`config.mk`:
```
export PLATFORM = sky130hd
export DESIGN_NAME = condition_tracker
export DESIGN_NICKNAME = d
export VERILOG_FILES = /design/src/rtl/condition_tracker.sv
export SDC_FILE = /design/constraint.sdc
export NUM_CORES = 1
export LEC_CHECK = 0
export BUFFER_PORTS_ARGS = -buffer_cell sky130_fd_sc_hd__buf_2
export CAP_MARGIN = 20
export CELL_PAD_IN_SITES_DETAIL_PLACEMENT = 1
export CELL_PAD_IN_SITES_GLOBAL_PLACEMENT = 1
export CORE_MARGIN = 2
export CORE_UTILIZATION = 38
export DETAILED_ROUTE_END_ITERATION = 10
export MAX_ROUTING_LAYER = met4
export PLACE_DENSITY = 0.77
export SYNTH_ARGS = -nofsm -noshare
export SYNTH_HDL_FRONTEND = slang
export SYNTH_SLANG_ARGS = --single-unit
```
`constraint.sdc`:
```
create_clock -name clk -period 3.8 [get_ports clk]
set_input_delay 0.76 -clock clk [delete_from_list [all_inputs] [get_ports clk]]
set_output_delay 0.76 -clock clk [all_outputs]
set_load 0.01 [all_outputs]
```
`src/rtl/condition_tracker.sv`:
```
// Saturating WIDTH-bit condition level with a debounced IDLE/PENDING/ACTIVE/IMMUNE FSM.
// Optional build macro DECAY_EN: hold ticks drift the level by STEP toward DEFAULT_VAL.
module condition_tracker #(
    parameter int unsigned WIDTH         = 9,
    parameter int unsigned DEFAULT_VAL   = 128,
    parameter int unsigned SET_VAL       = 128,
    parameter int unsigned STEP          = 1,
    parameter int unsigned FAST_STEP     = 4,
    parameter int unsigned ON_THRESH     = 384,
    parameter int unsigned OFF_THRESH    = 127,
    parameter int unsigned CONFIRM_TICKS = 4,
    parameter int unsigned IMMUNE_TICKS  = 64
) (
    input  logic             clk,
    input  logic             rst_n,
    input  logic             tick,
    input  logic             inc,
    input  logic             dec,
    input  logic             fast,
    input  logic             setval,
    output logic [WIDTH-1:0] value,
    output logic [1:0]       state,
    output logic             active,
    output logic             onset,
    output logic             recovered
);

    localparam int unsigned CW = $clog2(CONFIRM_TICKS + 1);
    localparam int unsigned IW = (IMMUNE_TICKS > 0) ? $clog2(IMMUNE_TICKS + 1) : 1;

    localparam logic [WIDTH-1:0] MAX_V  = '1;
    localparam logic [WIDTH-1:0] DEF_V  = WIDTH'(DEFAULT_VAL);
    localparam logic [WIDTH-1:0] SET_V  = WIDTH'(SET_VAL);
    localparam logic [WIDTH-1:0] STEP_V = WIDTH'(STEP);
    localparam logic [WIDTH-1:0] FAST_V = WIDTH'(FAST_STEP);
    localparam logic [WIDTH-1:0] ON_V   = WIDTH'(ON_THRESH);
    localparam logic [WIDTH-1:0] OFF_V  = WIDTH'(OFF_THRESH);
    localparam logic [CW-1:0]    CONF_LAST = CW'(CONFIRM_TICKS - 1);
    localparam logic [IW-1:0]    IMM_V     = IW'(IMMUNE_TICKS);

    typedef enum logic [1:0] {
        ST_IDLE    = 2'b00,
        ST_PENDING = 2'b01,
        ST_ACTIVE  = 2'b10,
        ST_IMMUNE  = 2'b11
    } state_t;

    state_t           state_q, state_d;
    logic [CW-1:0]    conf_q, conf_d;
    logic [IW-1:0]    imm_q, imm_d;
    logic [WIDTH-1:0] value_q, value_d;
    logic             onset_q, onset_d;
    logic             rec_q, rec_d;
    logic             active_q, active_d;

    logic             inc_eff;
    logic [WIDTH-1:0] step;
    logic [WIDTH:0]   sum;

    always_ff @(posedge clk or negedge rst_n) begin
        if (!rst_n) begin
            state_q  <= ST_IDLE;
            conf_q   <= '0;
            imm_q    <= '0;
            value_q  <= DEF_V;
            onset_q  <= 1'b0;
            rec_q    <= 1'b0;
            active_q <= 1'b0;
        end else begin
            state_q  <= state_d;
            conf_q   <= conf_d;
            imm_q    <= imm_d;
            value_q  <= value_d;
            onset_q  <= onset_d;
            rec_q    <= rec_d;
            active_q <= active_d;
        end
    end

    // Level path: sum is one bit wider so upward saturation is a carry test.
    always_comb begin
        inc_eff = inc && (state_q != ST_IMMUNE);
        step    = fast ? FAST_V : STEP_V;
        sum     = {1'b0, value_q} + {1'b0, step};
        value_d = value_q;
        if (tick) begin
            if (setval)
                value_d = SET_V;
            else if (inc_eff && !dec)
                value_d = sum[WIDTH] ? MAX_V : sum[WIDTH-1:0];
            else if (dec && !inc_eff)
                value_d = (value_q < step) ? '0 : value_q - step;
`ifdef DECAY_EN
            else if (value_q > DEF_V)
                value_d = ((value_q - DEF_V) < STEP_V) ? DEF_V : value_q - STEP_V;
            else if (value_q < DEF_V)
                value_d = ((DEF_V - value_q) < STEP_V) ? DEF_V : value_q + STEP_V;
`endif
        end
    end

    always_comb begin
        state_d = state_q;
        conf_d  = conf_q;
        imm_d   = imm_q;
        if (tick) begin
            unique case (state_q)
                ST_IDLE: begin
                    if (value_q >= ON_V) begin
                        if (CONFIRM_TICKS <= 1) begin
                            state_d = ST_ACTIVE;
                            conf_d  = '0;
                        end else begin
                            state_d = ST_PENDING;
                            conf_d  = CW'(1);
                        end
                    end
                end
                ST_PENDING: begin
                    if (value_q < ON_V) begin
                        state_d = ST_IDLE;
                        conf_d  = '0;
                    end else if (conf_q >= CONF_LAST) begin
                        state_d = ST_ACTIVE;
                        conf_d  = '0;
                    end else begin
                        conf_d = conf_q + CW'(1);
                    end
                end
                ST_ACTIVE: begin
                    if (value_q <= OFF_V) begin
                        if (IMMUNE_TICKS == 0) begin
                            state_d = ST_IDLE;
                        end else begin
                            state_d = ST_IMMUNE;
                            imm_d   = IMM_V;
                        end
                    end
                end
                ST_IMMUNE: begin
                    imm_d = (imm_q == '0) ? '0 : imm_q - IW'(1);
                    if (imm_q <= IW'(1))
                        state_d = ST_IDLE;
                end
                default: state_d = ST_IDLE;
            endcase
        end
    end

    always_comb begin
        onset_d  = (state_q != ST_ACTIVE) && (state_d == ST_ACTIVE);
        rec_d    = (state_q == ST_ACTIVE) && (state_d != ST_ACTIVE);
        active_d = (state_d == ST_ACTIVE);
    end

    assign value     = value_q;
    assign state     = state_q;
    assign active    = active_q;
    assign onset     = onset_q;
    assign recovered = rec_q;

endmodule

```
==> results of run 1 <==
==> synth_stat cells, drive strengths merged (3+ instances only) <==
master / instances / area share (%)
nand2b: 3 / 1.1
o31ai: 4 / 2.0
o21ai: 17 / 4.9
nor4: 3 / 1.1
a22o: 3 / 1.5
clkbuf: 6 / 1.3
ha: 10 / 7.3
o211ai: 4 / 1.7
nor2: 21 / 4.6
or3: 3 / 1.7
nor2b: 3 / 1.1
xnor2: 5 / 2.5
nor3: 4 / 1.2
a21oi: 8 / 2.3
inv: 13 / 2.8
nand2: 24 / 5.2
nand3: 4 / 1.2
o2111ai: 4 / 2.0
buf: 6 / 2.8
o311ai: 3 / 1.5
and2: 3 / 1.2
dfrtp: 23 / 33
==> routing by layer <==
layer	wire length [um]	GRT usage (%)
met5	0	-
met4	49	4.61
met3	139	3.23
met2	2010	29.1
met1	2260	27.4
==> final timing paths <==
| kind | from | endpoint | depth (start not counted) | slack [ps] |
|---|---|---|---|---|
| setup reg to reg | value[2]$_DFFE_PN0P_ | value[3]$_DFFE_PN0P_ | 6 | 1530 |
| setup / recovery | fast | value[3]$_DFFE_PN0P_ | 8 | 1350 |
| hold / removal | rst_n | conf_q[0]$_DFFE_PN0P_ | 1 | 470 |
| min in group clk | imm_q[6]$_DFFE_PN0P_ | imm_q[6]$_DFFE_PN0P_ | 1 | 510 |
| hold reg to reg | imm_q[6]$_DFFE_PN0P_ | imm_q[6]$_DFFE_PN0P_ | 1 | 510 |
| max in group asynchronous | rst_n | imm_q[6]$_DFFE_PN0P_ | 1 | 2940 |
==> cell type report <==
type | count | share of cell area (%)
Clock buffer | 4 | 2.94
Multi-Input combinational cell | 154 | 53.5
Sequential cell | 24 | 32.2
Timing Repair Buffer | 20 | 5.35
Tap cell | 52 | 3.48
Inverter | 13 | 2.61
==> report_power, final <==
| part | switching [mW] | internal [mW] | total (mW) |
|---|---|---|---|
| clock | 0.0895 | 0.0928 | 0.182 |
| combinational | 0.134 | 0.0982 | 0.232 |
| sequential | 0.0551 | 0.282 | 0.337 |
| total | 0.279 | 0.473 | 0.752 |
==> placed cells by master, fill, tap and decap left out, drive strengths merged, types with 5 or more instances in the layout <==
cell type	netlist	layout
dfrtp	23	23
a21oi	8	8
xnor2	5	5
nand2	24	24
ha	10	10
inv	13	13
buf	6	20
nor2	21	21
o21ai	17	17
==> cell families (layout without fill, tap and decap cells) <==
logic type | after synthesis | after routing | share of synthesized area, %
buffers and inverters | 25 | 37 | 6.97
and+or+nand+nor | 77 | 77 | 22.0
adders and majority gates | 10 | 10 | 7.26
muxes | 1 | 1 | 0.581
AOI/OAI and AO/OA | 59 | 59 | 24.7
DFF | 24 | 24 | 34.9
xor gates and xnor gates | 7 | 7 | 3.56
==> registers in the layout (all words and copies together) (netlist names) <==
signal / flops
value: 9
imm_q: 7
conf_q: 3
state: 2
active: 1
onset: 1
recovered: 1
==> impl_metrics.json, run 1 <==
{
  "root_buffer": "clkbuf_8",
  "maxCapViolations": 0,
  "yosys_register_bits": 24,
  "hpwl_um": 3340,
  "antenna_found_initial": 0,
  "finalWeightedCongestion": 0.810,
  "path_clk_slew_ps": 90,
  "chipWidth_um": 71.3,
  "ys_types": 49,
  "crit_type": "input pin to flip-flop",
  "crit_path_end_kind": "flip-flop",
  "dr.first_iter.drc_count": 83,
  "insertedDiodeCount": 0,
  "synthCells": 203,
  "cellLeakagePower_nw": 0.892,
  "tns_ps": 0,
  "clock.fmax_ghz": 0.408,
  "multi_input_area_um2": 1000,
  "startpoint_type": "input pin",
  "layout-drive-gt1-share_pct": 15.8,
  "vias_per_cell": 5.80,
  "critPathRequiredTime_ps": 4010,
  "grt_pass1_wl_um": 7690,
  "syn_area_per_cell_um2": 8.49,
  "status": "finished clean",
  "nFillCells": 527,
  "finalMaxSlewViolations": 0,
  "final-seq-area_um2": 602,
  "final_cells": 267,
  "critPathSlowestCell": "o31ai_2",
  "drc": 0,
  "final_nets": 233,
  "syn_area_um2": 1720,
  "final_antenna_net_count": 0,
  "coreArea_um2": 4350,
  "cts_setup_buffers": 0,
  "path_delay_family": "compound AO/OA/AOI/OAI gates",
  "fin_skew_ps": 5.53,
  "period_share_pct": 64.5,
  "ys_warn_count": 0,
  "grt_pass1_vias": 1590,
  "vias": 1549,
  "tightest_slew_ps": 813,
  "cp_num_buf_inv": 2,
  "setup_violations": 0,
  "async_flop_share_pct": 100,
  "grt_usage_pct": 19.4,
  "synth_edf_count": 0,
  "placed_area_um2": 1820,
  "routedWlPerCell_um": 16.7,
  "clockBufferDepth": 2,
  "pre_cts_ws_ps": 1080,
  "hold_ws_ps": 475,
  "period_needed_ps": 2450,
  "die_h_um": 71.3,
  "ioPinCount": 21,
  "die_area_um2": 5090,
  "powerDensity_nw_per_um2": 402,
  "grt_max_degree": 25,
  "port_buffers": 20,
  "cp_max_fo": 9,
  "dr.pass1.iters": 4,
  "overflow": 0,
  "synth-seq-area-share_pct": 34.9,
  "path_cells": "buf_2, inv_1, ha_1, and3b_1, o211ai_1, o31ai_2, o221ai_1, nand3_1",
  "synth_top_flop_cell": "dfrtp_1",
  "power_mw": 0.752,
  "area_growth_syn_to_layout_pct": 8.64,
  "fin_util_pct": 43.0,
  "hold_path.class": "input pin to async pin",
  "holdBufCountCts": 0,
  "start_util_pct": 39.6,
  "worst_ep_arrival_time_ps": 2660,
  "dp_cells": 263,
  "cts_made_buffers": 3,
  "post_cts_resized": 0,
  "setup_ws_ps": 1350,
  "final_cell_area_um2": 1870,
  "slowest_delay_ps": 520,
  "fp-row-count": 24,
  "htree_levels": 1,
  "syn_nets": 220,
  "cts_tree": "done",
  "cts_sinks": 24,
  "hold_viol_final": 0,
  "drt-total-wl_um": 4460,
  "insertion_delay_ps": 280,
  "peakVddDrop_mv": 0.180,
  "max_slew_margin_pct": 45.5,
  "rsz0062_at_grt": "false"
}
No activity file was read; power rests on OpenSTA's default activity.
==> inputs of run 2 (changes only) <==
--- a/config.mk
+++ b/config.mk
@@ -13,7 +13,7 @@
 export CORE_UTILIZATION = 38
 export DETAILED_ROUTE_END_ITERATION = 10
 export MAX_ROUTING_LAYER = met4
-export PLACE_DENSITY = 0.77
+export PLACE_DENSITY = 0.79
 export SYNTH_ARGS = -nofsm -noshare
 export SYNTH_HDL_FRONTEND = slang
 export SYNTH_SLANG_ARGS = --single-unit
==> constraint.sdc (replaced) <==
create_clock -name clk -period 2.21 [get_ports clk]
set_input_delay 0.442 -clock clk [delete_from_list [all_inputs] [get_ports clk]]
set_output_delay 0.442 -clock clk [all_outputs]
set_load 0.01 [all_outputs]
==> impl_metrics.json, run 2 (synthesized netlist as in run 1, its figures left out) <==
{
  "tightest_slew_ps": 768,
  "insertedDiodeCount": 0,
  "dr.first_iter.drc_count": 70,
  "grt_max_degree": 25,
  "peakVddDrop_mv": 0.284,
  "drt-total-wl_um": 4390,
  "pwr-share-seq_pct": 37.6,
  "p_sw_share_pct": 33.3,
  "cts_tree": "done",
  "cts_sinks": 24,
  "start_util_pct": 39.6,
  "nFillCells": 554,
  "ioPinCount": 21,
  "insertion_delay_ps": 260,
  "hold_path.class": "input pin to async pin",
  "chipWidth_um": 71.3,
  "layout_commonest_cell": "nand2_1",
  "grt_pass1_wl_um": 7780,
  "setup_ws_ps": 186,
  "use_met3_pct": 2.67,
  "root_buffer": "clkbuf_8",
  "pwr-share-comb_pct": 35.2,
  "port_buffers": 20,
  "worst_ep_arrival_time_ps": 2220,
  "hold_ws_ps": 156,
  "largest_reg_flops": 9,
  "internal_power_mw": 0.941,
  "tns_ps": 0,
  "layout-drive-gt1-share_pct": 21.6,
  "cts_setup_buffers": 0,
  "fp-row-count": 24,
  "dr.pass1.iters": 4,
  "powerDensity_nw_per_um2": 703,
  "finalWeightedCongestion": 0.821,
  "routedWlPerCell_um": 15.5,
  "max_slew_margin_pct": 48.4,
  "area_growth_syn_to_layout_pct": 16.6,
  "finalMaxSlewViolations": 0,
  "clock.fmax_ghz": 0.494,
  "overflow": 0,
  "post_cts_resized": 0,
  "rsz0062_at_grt": "false",
  "met1_usage_pct": 24.5,
  "path_clk_slew_ps": 90,
  "period_needed_ps": 2020,
  "final_antenna_net_count": 0,
  "cts_made_buffers": 3,
  "cellLeakagePower_nw": 0.977,
  "final_cells": 283,
  "crit_path_end_kind": "flip-flop",
  "p_sw_mw": 0.470,
  "status": "finished clean",
  "clockBufferDepth": 2,
  "startpoint_type": "flip-flop",
  "vias_per_cell": 5.65,
  "crit_type": "flip-flop to flip-flop",
  "hold_viol_final": 0,
  "grt.busiest_layer": "met2",
  "htree_levels": 1,
  "use_met2_pct": 33.4,
  "period_share_pct": 91.6,
  "pre_cts_ws_ps": 3.29,
  "critPathRequiredTime_ps": 2400,
  "dp_cells": 279,
  "maxCapViolations": 0,
  "final_nets": 249,
  "pwr-share-clk_pct": 27.3,
  "grt_usage_pct": 19.5,
  "drc": 0,
  "fin_util_pct": 46.1,
  "holdBufCountCts": 0,
  "layout_common_cells": "24 x nand2_1, 23 x dfrtp_1, 21 x nor2_1, 20 x buf_2, 16 x buf_4",
  "hpwl_um": 3490,
  "fin_skew_ps": 3.26,
  "cp_max_fo": 4,
  "setup_violations": 0,
  "antenna_found_initial": 0,
  "grt_pass1_vias": 1652,
  "coreArea_um2": 4350,
  "die_h_um": 71.3,
  "die_area_um2": 5090,
  "vias": 1600
}
run 2: cell types whose count changed in the layout (fill, tap and decap cells not counted):
cell	previous run	this run
clkbuf_8	4	3
bufinv_16	0	1
buf_4	0	16
run 2: layout make-up:
cell class	instances	area, um^2	share of cell area, %
clock buffer	3	41.3	2.06
multi-input combinational	154	1000	49.8
sequential	24	602	30.0
inverter	13	48.8	2.43
tap	52	65.1	3.24
timing repair buffer	36	220	11.0
clock inverter	1	30.0	1.50
run 2: power groups by stage:
stage / Clock [mW] / Sequential [mW] / Combinational [mW]
after global routing: 0.409 / 0.537 / 0.565
after global placement: 0 / 0.539 / 0.491
final: 0.385 / 0.530 / 0.496
after detailed placement: 0 / 0.539 / 0.499
after CTS: 0.396 / 0.531 / 0.501
after floorplan: 0 / 0.542 / 0.345
run 2: per-layer routing:
layer  up-vias  share of wire, %
met4         0              0.46
met5         -                 0
met3         2               3.3
met2        30                50
li1        782                 -
met1       786                46
run 2: worst paths after layout:
kind                                 startpoint              endpoint  slack (ps)  cells past startpoint
min in group clk           imm_q[6]$_DFFE_PN0P_  imm_q[6]$_DFFE_PN0P_         490                      1
hold / removal                            rst_n  imm_q[3]$_DFFE_PN0P_         160                      1
hold reg to reg            imm_q[6]$_DFFE_PN0P_  imm_q[6]$_DFFE_PN0P_         490                      1
max in group asynchronous                 rst_n  value[7]$_DFFE_PN1P_        1670                      1
setup reg to reg           value[2]$_DFFE_PN0P_  value[7]$_DFFE_PN1P_         190                      6
setup / recovery           value[2]$_DFFE_PN0P_  value[7]$_DFFE_PN1P_         190                      6
run 2: worst max-delay path, cell delays in order (launching register included):
cell and delay (ps):
dfrtp_1 420, ha_1 310, and3b_1 240, o211ai_1 150, or3_1 430, a32o_1 240, a31oi_1 150
run 2: metrics by stage:
stage	cell area [um^2]	total power [mW]
global placement	1940	1.03
floorplan	1720	0.887
global route	2010	1.51
detailed placement	1940	1.04
CTS	2010	1.43
finish	2010	1.41
==> inputs of run 3 (changes only) <==
--- a/config.mk
+++ b/config.mk
@@ -9,6 +9,7 @@
 export CAP_MARGIN = 20
 export CELL_PAD_IN_SITES_DETAIL_PLACEMENT = 1
 export CELL_PAD_IN_SITES_GLOBAL_PLACEMENT = 1
+export CORE_ASPECT_RATIO = 1.75
 export CORE_MARGIN = 2
 export CORE_UTILIZATION = 38
 export DETAILED_ROUTE_END_ITERATION = 10
@@ -17,3 +18,4 @@
 export SYNTH_ARGS = -nofsm -noshare
 export SYNTH_HDL_FRONTEND = slang
 export SYNTH_SLANG_ARGS = --single-unit
+export TNS_END_PERCENT = 1
==> impl_metrics.json, run 3 (synthesized netlist as in run 1, its figures left out) <==
{
  "drc": 0,
  "final_cell_area_um2": 1990,
  "area_growth_syn_to_layout_pct": 15.5,
  "ioPinCount": 21,
  "cts_tree": "done",
  "final_cells": 282,
  "rsz0062_at_grt": "false",
  "hold_path.class": "input pin to async pin",
  "cellLeakagePower_nw": 0.971,
  "powerDensity_nw_per_um2": 684,
  "layout-drive-gt1-share_pct": 21.6,
  "holdBufCountCts": 0,
  "critPathSlowestCell": "or3_1",
  "layout_common_cells": "24 x nand2_1, 23 x dfrtp_1, 21 x nor2_1, 20 x buf_2, 16 x buf_4",
  "cts_made_buffers": 3,
  "final_antenna_net_count": 0,
  "dp_cells": 278,
  "period_share_pct": 93.3,
  "path_clk_slew_ps": 90,
  "grt_usage_pct": 23.3,
  "startpoint_type": "flip-flop",
  "path_cells": "ha_1, and3b_1, o211ai_1, or3_1, a32o_1, a31oi_1",
  "finalMaxSlewViolations": 0,
  "max_slew_margin_pct": 43.2,
  "path_delay_family": "simple AND/OR/NAND/NOR gates",
  "root_buffer": "clkbuf_8",
  "crit_type": "flip-flop to flip-flop",
  "cts_sinks": 24,
  "fin_skew_ps": 4.16,
  "post_cts_resized": 0,
  "final_nets": 249,
  "critPathRequiredTime_ps": 2420,
  "vias_per_cell": 5.85,
  "vias": 1651,
  "antenna_found_initial": 0,
  "die_h_um": 93.1,
  "tns_ps": 0,
  "cts_setup_buffers": 0,
  "grt_max_degree": 25,
  "coreArea_um2": 4400,
  "layout_commonest_cell": "nand2_1",
  "drt-total-wl_um": 5130,
  "cp_max_fo": 5,
  "hold_ws_ps": 146,
  "fp-row-count": 32,
  "clockBufferDepth": 2,
  "power_mw": 1.36,
  "period_needed_ps": 2060,
  "maxCapViolations": 0,
  "dr.pass1.iters": 4,
  "chipWidth_um": 54.9,
  "placed_area_um2": 1940,
  "peakVddDrop_mv": 0.320,
  "status": "finished clean",
  "insertedDiodeCount": 0,
  "crit_path_end_kind": "flip-flop",
  "hold_viol_final": 0,
  "worst_ep_arrival_time_ps": 2270,
  "port_buffers": 20,
  "overflow": 0,
  "slowest_delay_ps": 450,
  "hpwl_um": 3940,
  "routedWlPerCell_um": 18.2,
  "clock.fmax_ghz": 0.485,
  "largest_reg_flops": 9,
  "setup_violations": 0,
  "die_area_um2": 5110,
  "cp_num_buf_inv": 0,
  "start_util_pct": 39.1,
  "htree_levels": 1,
  "tightest_slew_ps": 846,
  "insertion_delay_ps": 280,
  "grt_pass1_wl_um": 8450,
  "dr.first_iter.drc_count": 38,
  "finalWeightedCongestion": 0.910,
  "grt_pass1_vias": 1775
}
## run 3: changes by cell type in the layout (fill, tap and decap cells not counted), sizes merged
cell	change
bufinv	-1
clkbuf	+1
## run 3: path summary, 6_finish.rpt
kind,to,from,depth (start not counted),slack [ps]
setup / recovery,value[7]$_DFFE_PN1P_,value[2]$_DFFE_PN0P_,6,150
max in group asynchronous,conf_q[2]$_DFFE_PN0P_,rst_n,1,1680
min in group clk,imm_q[2]$_DFFE_PN0P_,imm_q[2]$_DFFE_PN0P_,2,510
hold reg to reg,imm_q[2]$_DFFE_PN0P_,imm_q[2]$_DFFE_PN0P_,2,510
hold / removal,imm_q[2]$_DFFE_PN0P_,rst_n,1,150
setup reg to reg,value[7]$_DFFE_PN1P_,value[2]$_DFFE_PN0P_,6,150
## run 3: area by class of cell
type                    count  area, um^2
inverters                  13        48.8
fillers                   570        2410
well taps                  51        63.8
repair buffers             36         220
multi-input cells         154        1000
clock buffers               4        55.1
flip-flops and latches     24         602
## run 3: where the power goes
group | total, mW | internal [mW] | switching (mW)
registers | 0.525 | 0.485 | 0.0404
clock network | 0.314 | 0.160 | 0.154
logic | 0.523 | 0.217 | 0.306
## run 3: metrics by stage
stage	setup slack (ps)	util (%)
floorplan	96.7	-
global placement	36.8	43.9
detailed placement	-3.62	43.9
CTS	140	45.2
global route	23.0	45.2
finish	149	45.2
## run 3: per-layer routing
metal	wire [um]	global-route usage [%]	up-vias
met4	194	11.4	0
met2	2960	42.6	34
met5	0	-	-
li1	-	-	785
met3	143	2.88	18
met1	1830	22.6	814
